### src/rtl/mux_sel_sequencer_pkg.sv
// Shared types and constants for the 4:1 mux select sequencer.
// Holds the select width, FSM state encoding and the wrap-around step helper.
package mux_seq_pkg;

    localparam int SEL_W = 2;

    typedef enum logic {
        PAUSED  = 1'b0,
        RUNNING = 1'b1
    } state_e;

    localparam logic [SEL_W-1:0] SEL_FIRST = '0;
    localparam logic [SEL_W-1:0] SEL_LAST  = '1;
    localparam logic [SEL_W-1:0] SEL_ONE   = SEL_W'(1);

    // One advance of the select bus: up wraps LAST->FIRST, down wraps FIRST->LAST.
    function automatic logic [SEL_W-1:0] sel_advance(input logic [SEL_W-1:0] cur,
                                                     input logic             down);
        logic [SEL_W-1:0] nxt;
        if (down) begin
            nxt = (cur == SEL_FIRST) ? SEL_LAST : cur - SEL_ONE;
        end else begin
            nxt = (cur == SEL_LAST) ? SEL_FIRST : cur + SEL_ONE;
        end
        return nxt;
    endfunction

endpackage

### src/rtl/mux_sel_sequencer_rate_divider.sv
// Down-counting rate divider: zero is high in the last cycle of each TICK_DIV-cycle period.
// clr reloads the count and wins over en; the count holds while en is low.
module rate_divider #(
    parameter int TICK_DIV = 50000000
) (
    input  logic CLOCK_50,
    input  logic reset,
    input  logic en,
    input  logic clr,
    output logic zero
);

    localparam int               CNT_W  = $clog2(TICK_DIV);
    localparam logic [CNT_W-1:0] RELOAD = CNT_W'(TICK_DIV - 1);
    localparam logic [CNT_W-1:0] ONE    = CNT_W'(1);

    logic [CNT_W-1:0] cnt_q;
    logic [CNT_W-1:0] cnt_d;

    always_comb begin
        cnt_d = cnt_q;
        if (clr) begin
            cnt_d = RELOAD;
        end else if (en) begin
            cnt_d = (cnt_q == '0) ? RELOAD : cnt_q - ONE;
        end
    end

    always_ff @(posedge CLOCK_50 or posedge reset) begin
        if (reset) begin
            cnt_q <= RELOAD;
        end else begin
            cnt_q <= cnt_d;
        end
    end

    assign zero = (cnt_q == '0);

endmodule

### src/rtl/mux_sel_sequencer.sv
// Select sequencer for a two-level 4:1 mux: auto-advances every TICK_DIV cycles while
// running, single-steps on step rising edges while paused, and can be loaded directly.
module mux_sel_sequencer
    import mux_seq_pkg::*;
#(
    parameter int TICK_DIV = 50000000
) (
    input  logic             CLOCK_50,
    input  logic             reset,
    input  logic             run,
    input  logic             dir,
    input  logic             step,
    input  logic             load,
    input  logic [SEL_W-1:0] load_sel,
    output logic [SEL_W-1:0] sel,
    output logic             tick,
    output logic             running
);

    // Handshake-free block: all inputs are sampled levels on every CLOCK_50 edge;
    // tick is a one-cycle strobe marking the first cycle of each new sel value.

    state_e           state_q, state_d;
    logic [SEL_W-1:0] sel_q, sel_d;
    logic             tick_q, tick_d;
    logic             step_prev_q, step_prev_d;
    logic             armed_q, armed_d;

    logic div_en;
    logic div_clr;
    logic div_zero;
    logic step_rise;
    logic advance;

    rate_divider #(
        .TICK_DIV (TICK_DIV)
    ) u_rate_divider (
        .CLOCK_50 (CLOCK_50),
        .reset    (reset),
        .en       (div_en),
        .clr      (div_clr),
        .zero     (div_zero)
    );

    always_comb begin
        state_d     = run ? RUNNING : PAUSED;
        step_prev_d = step;
        // armed_q stays low for the first cycle after reset so a step held through
        // release is not mistaken for a fresh rising edge.
        armed_d     = 1'b1;
        step_rise   = step & ~step_prev_q & armed_q;

        div_en  = (state_q == RUNNING);
        div_clr = load | ((state_q == PAUSED) & run);
        advance = (state_q == RUNNING) ? div_zero : step_rise;

        sel_d  = sel_q;
        tick_d = 1'b0;
        if (load) begin
            sel_d = load_sel;
        end else if (advance) begin
            sel_d  = sel_advance(sel_q, dir);
            tick_d = 1'b1;
        end
    end

    always_ff @(posedge CLOCK_50 or posedge reset) begin
        if (reset) begin
            state_q     <= PAUSED;
            sel_q       <= SEL_FIRST;
            tick_q      <= 1'b0;
            step_prev_q <= 1'b0;
            armed_q     <= 1'b0;
        end else begin
            state_q     <= state_d;
            sel_q       <= sel_d;
            tick_q      <= tick_d;
            step_prev_q <= step_prev_d;
            armed_q     <= armed_d;
        end
    end

    assign sel     = sel_q;
    assign tick    = tick_q;
    assign running = (state_q == RUNNING);

endmodule
### config.mk
export PLATFORM = sky130hd
export DESIGN_NAME = mux_sel_sequencer
export DESIGN_NICKNAME = d
export VERILOG_FILES = /design/src/rtl/mux_sel_sequencer_pkg.sv /design/src/rtl/mux_sel_sequencer_rate_divider.sv /design/src/rtl/mux_sel_sequencer.sv
export SDC_FILE = /design/constraint.sdc
export NUM_CORES = 1
export LEC_CHECK = 0
export BUFFER_PORTS_ARGS = -buffer_cell sky130_fd_sc_hd__buf_2
export CAP_MARGIN = 5
export CORE_ASPECT_RATIO = 1.1
export CORE_MARGIN = 8
export CORE_UTILIZATION = 35
export CTS_BUF_LIST = sky130_fd_sc_hd__clkbuf_4 sky130_fd_sc_hd__clkbuf_8
export CTS_CLUSTER_SIZE = 25
export DETAILED_ROUTE_END_ITERATION = 10
export SLEW_MARGIN = 20
export SYNTH_ARGS = -nofsm -noshare
export SYNTH_HDL_FRONTEND = slang
export SYNTH_SLANG_ARGS = --single-unit
### constraint.sdc
create_clock -name CLOCK_50 -period 6 [get_ports CLOCK_50]
set_input_delay 0.6 -clock CLOCK_50 [delete_from_list [all_inputs] [get_ports CLOCK_50]]
set_output_delay 0.6 -clock CLOCK_50 [all_outputs]
set_load 0.02 [all_outputs]
; ---- Word level (Yosys, flattened, before mapping)
; Cells that the tools add are included.
[classes]
n_addsub = 3
n_eq_ne = 1
mux = 12
n_bitwise = 6
n_reduce_logical = 4
[ops]
columns = cell, count
row1 = $mux 26, 3
row2 = $logic_not 26->1, 1
row3 = $sub 26x1->26 const B, 1
row4 = $mux 2, 5
row5 = $mux 1, 4
row6 = $reduce_bool 2->1, 2
row7 = $and 1x1->1, 3
row8 = $add 2x1->2 const B, 1
row9 = $eq 2x2->1 const B, 1
row10 = $logic_not 2->1, 1
row11 = $not 1->1, 2
row12 = $sub 2x1->2 const B, 1
row13 = $or 1x1->1, 1
[totals]
reg_bits = 32
inputBits = 8
word_cells = 32

; ---- Depth between registers and ports, before layout
[logic_depth]
depth_word = 6
ltp_mapped = 9
mapped_depth_nobuf = 7

; ---- By module
; A second synthesis with hierarchy kept.
[unflattened]
hier_cells = 168
hier_area_um2 = 1726.7
[modules_own_cells]
columns = module, instances, cells_per_inst, area_per_inst_um2
row1 = rate_divider, 1, 142, 1433.9
row2 = mux_sel_sequencer, 1, 26, 292.8

; ---- Worst setup path after synthesis
; OpenSTA, ideal clock, no wires.
[synth_timing]
path_kind = register to register
from = register u_rate_divider.cnt_q[0]
to = register u_rate_divider.cnt_q[11]
setup_ns = 0.118
t_arrival_ns = 2.110
required_time_ns = 5.882
slack_ns = 3.772
path_stages_with_launch = 10
path_buffers = 2
period_less_slack_ns = 2.228
cell_sequence = dfstp_2 inv_1 ha_1 or4b_1 or4_1 buf_2 o21ai_2 buf_6 o21ai_0 a21o_1
[synth_between]
elab_chain_len = 4
elab_cells_between_ends = 5
classes_between = add/sub: 1 / mux: 3 / reduce/logical: 1
[synth_rtl]
columns = item, line
row1 = from (decl), mux_sel_sequencer_rate_divider.sv:17  ; logic [CNT_W-1:0] cnt_q;
row2 = from (signal assigned), mux_sel_sequencer_rate_divider.sv:33  ; cnt_q <= cnt_d;
row3 = $sub 26x1->26 / $logic_not 26->1 (equally long branches), mux_sel_sequencer_rate_divider.sv:25  ; cnt_d = (cnt_q == '0) ? RELOAD : cnt_q - ONE;
row4 = $mux 26 (*), mux_sel_sequencer_rate_divider.sv:25
row5 = $mux 26 (*), mux_sel_sequencer_rate_divider.sv:24  ; end else if (en) begin
row6 = $mux 26 (*), mux_sel_sequencer_rate_divider.sv:22  ; if (clr) begin
; Mark *: on every way between the ends. The rest lies on a longest branch, timed or not. The select of a mux whose other input is x is not followed.
; A chain may end at the register's enable or synchronous reset.

; ---- Final worst setup path
[layout_timing]
from = register u_rate_divider.cnt_q[0]
to = register u_rate_divider.cnt_q[19]
; The elaborated chain is that of the path after synthesis.

==> reports/metrics.cfg <==
[critical_path]
path_cells=inv_1, ha_1, or4b_1, or4_1, nor2_4, a211oi_2, nand3_1
r2r_cells=7
cp.required_ns=6.16
crit_fanout=16
worstSetupStartpointType=flop
rrSetupSlack_ns=3.44
critPathMaxStageDelay_ns=0.88
r2r_end=u_rate_divider.cnt_q[19]
slowest_stage=a211oi_2
worstReg2RegStart=u_rate_divider.cnt_q[0]
crit_arrival_ns=2.72
worstSetupPathType=reg2reg
endpoint_kind=flop

[logic_synthesis]
synth_seq_area_share_pct=45.4
synth_cell_type_count=43
synth_top_area_cell=dfstp_2
yosys_warnings=0
synth_fp_nets=203
synth_area_um2=1810
synth-seq-cells=32
synth_ff_type=dfstp_2
netlist.area_leader.share_pct=26.1
ys_top_cells_by_area=dfstp_2 (26%), dfrtp_1 (19%), xor2_1 (5.3%), nand2_1 (5.2%), nor4_1 (4.5%)
avgSynthCellArea_um2=9.44
async_reset_ff_share_pct=100
synth_edf_count=0
synthCells=192

[timing]
timing.hold.ws_ns=0.386
period_needed_ns=2.56
setup_tns_ns=0
fin_worst_skew_ns=0.00919
slew_violations=0
slew_headroom_pct=30.8
fmax_ghz=0.390
finalCritPeriodShare_pct=42.7
finalHoldViolCount=0
tightest_slew_ns=1.04
rsz0062_at_grt=false
setup_violations=0
fin_ws_ns=3.44

[cts]
clk_path_buf_depth=2
post_cts_buffers=0
htreeDepth=2
insertion_delay_ns=0.29
clock-sinks=32
clk_pin_slew_ns=0.07
cts_tree=yes
post_cts_resized=0
root_buffer=clkbuf_8
postCtsHoldBufs=0
cts_inserted_buffers=5

[power_and_ir_drop]
p_leak_nw=0.757
finalPower_uw=451
ir_drop_mv=0.122
cellPowerDensity_nw_per_um2=224

[floorplanning]
core-area_um2=5000
die_x_um=84.6
die_area_um2=7740
rows=27
start_util_pct=36.2
ios=12
die_h_um=91.5

[worst_hold_path]
hold_path.class=in2async

[cells_and_area]
area_growth_syn_to_layout_pct=11.0
final_area_um2=2010
final_util_pct=40.2
final_cells=263
diodes=0
drive_gt1_share_pct=22.4
nFillCells=510
fin_nets=215

[place]
placed_cell_area_um2=1910
place_ws_ns=3.44
dp_hpwl_um=2720
dp_cells=255
io_buffers=11
gp_congestion=0.761

[grt]
grt_pass1_wl_um=6680
track_usage_pct=10.6
antenna_found_initial=0
grt_max_degree=33
overflow=0
grt_pass1_vias=1427

[detailed_routing]
firstDrtPassIters=4
post-route-drc-count=0
met2WireLength_um=1800
vias=1439
wl_per_cell_um=14.4
dr.max_layer_used=met4
wl_met1_um=1790
vias_per_cell=5.47
antenna_left=0
wl_um=3780
drtIter0Drc=52
dr_wl_met3_um=105

[flow_run]
cap_viol_max_count=0

[outcome]
status=completed

-- cells in the final DEF (no fill, tap or decap), types with 2 or more instances in the layout --
cell type	synthesis	layout
or3_1	11	11
clkbuf_8	0	7
nand2_1	25	25
or4_1	3	3
buf_4	0	2
nand3_1	7	7
dfstp_2	18	18
nor3_1	13	13
xor2_1	11	11
and3_1	2	2
nor2_1	5	5
nand2b_1	2	2
a21o_1	3	3
buf_2	2	11
dfrtp_1	14	14
inv_1	7	7
a21oi_1	4	4
o21ai_1	2	2
nand4_1	6	6
xnor2_1	7	7
or2_2	2	2
nor2b_1	3	3
nor4_1	13	13
o21ai_0	5	5
ha_1	3	3
-- cell families (layout without fill, tap and decap cells) --
logic type / count (synthesis) / after routing / synth area share (%)
multiplexers: 1 / 1 / 0.553
adder cells (fa/ha/maj): 3 / 3 / 2.07
XOR/XNOR: 18 / 18 / 8.70
flip-flops: 32 / 32 / 45.4
AND/OR/NAND/NOR: 99 / 99 / 30.3
AO/OA/AOI/OAI: 23 / 23 / 8.63
other: 1 / 1 / 0.207
buffers and inverters: 15 / 28 / 4.07
-- worst max path at each step --
stage	startpoint	to	slack [ns]	cells past startpoint
finish	u_rate_divider.cnt_q[0]	u_rate_divider.cnt_q[19]	3.44	7
global route	u_rate_divider.cnt_q[0]	u_rate_divider.cnt_q[23]	3.20	7
CTS	u_rate_divider.cnt_q[0]	u_rate_divider.cnt_q[19]	3.42	7
detailed placement	u_rate_divider.cnt_q[0]	u_rate_divider.cnt_q[19]	3.44	7
global placement	u_rate_divider.cnt_q[0]	u_rate_divider.cnt_q[19]	3.51	7
floorplan	u_rate_divider.cnt_q[0]	u_rate_divider.cnt_q[11]	3.77	9
-- worst max-delay path: cells and delay by family (launching register included) --
family / cells / cell delay [ns]
AO/OA/AOI/OAI: 1 / 0.88
flip-flops: 1 / 0.56
buffers and inverters: 1 / 0.05
AND/OR/NAND/NOR: 4 / 0.76
adder cells (fa/ha/maj): 1 / 0.19
-- flip-flops by register name, indices dropped and copies added, names as in the netlist --
register              flops
tick                      1
running                   1
sel                       2
armed_q                   1
step_prev_q               1
u_rate_divider.cnt_q     26
-- power by group --
| part | internal [mW] | leakage (nW) | switching (mW) |
|---|---|---|---|
| logic | 0.0132 | 0.328 | 0.0242 |
| clock network | 0.109 | 0.0549 | 0.0789 |
| registers | 0.221 | 0.374 | 0.00459 |
-- cells in the mapped netlist (2+ instances only) --
master and count:
clkbuf_1 4, or3_1 11, nor2_1 5, nor2b_1 3, ha_1 3, nand2_1 25, buf_2 2, xor2_1 11
nand2b_1 2, inv_1 7, nand4_1 6, nand3_1 7, nor4_1 13, o21ai_0 5, a21oi_1 4, a21o_1 3
or4_1 3, or2_2 2, and3_1 2, o21ai_1 2, dfstp_2 18, xnor2_1 7, buf_6 2, dfrtp_1 14
nor3_1 13
-- area by class of cell --
| type | instances | area [um^2] | share of cell area, % |
|---|---|---|---|
| Multi-Input combinational cell | 145 | 915 | 45.5 |
| Sequential cell | 32 | 823 | 40.9 |
| Clock buffer | 8 | 104 | 5.16 |
| Tap cell | 58 | 72.6 | 3.61 |
| Timing Repair Buffer | 13 | 70.1 | 3.48 |
| Inverter | 7 | 26.3 | 1.31 |
-- layer usage --
metal / track usage, % / up-vias
met1: 12.8 / 690
met4: 4.75 / 0
met2: 17.4 / 24
met3: 2.43 / 8
li1: - / 717
met5: 0 / -
(Power assumes the default switching activity.)
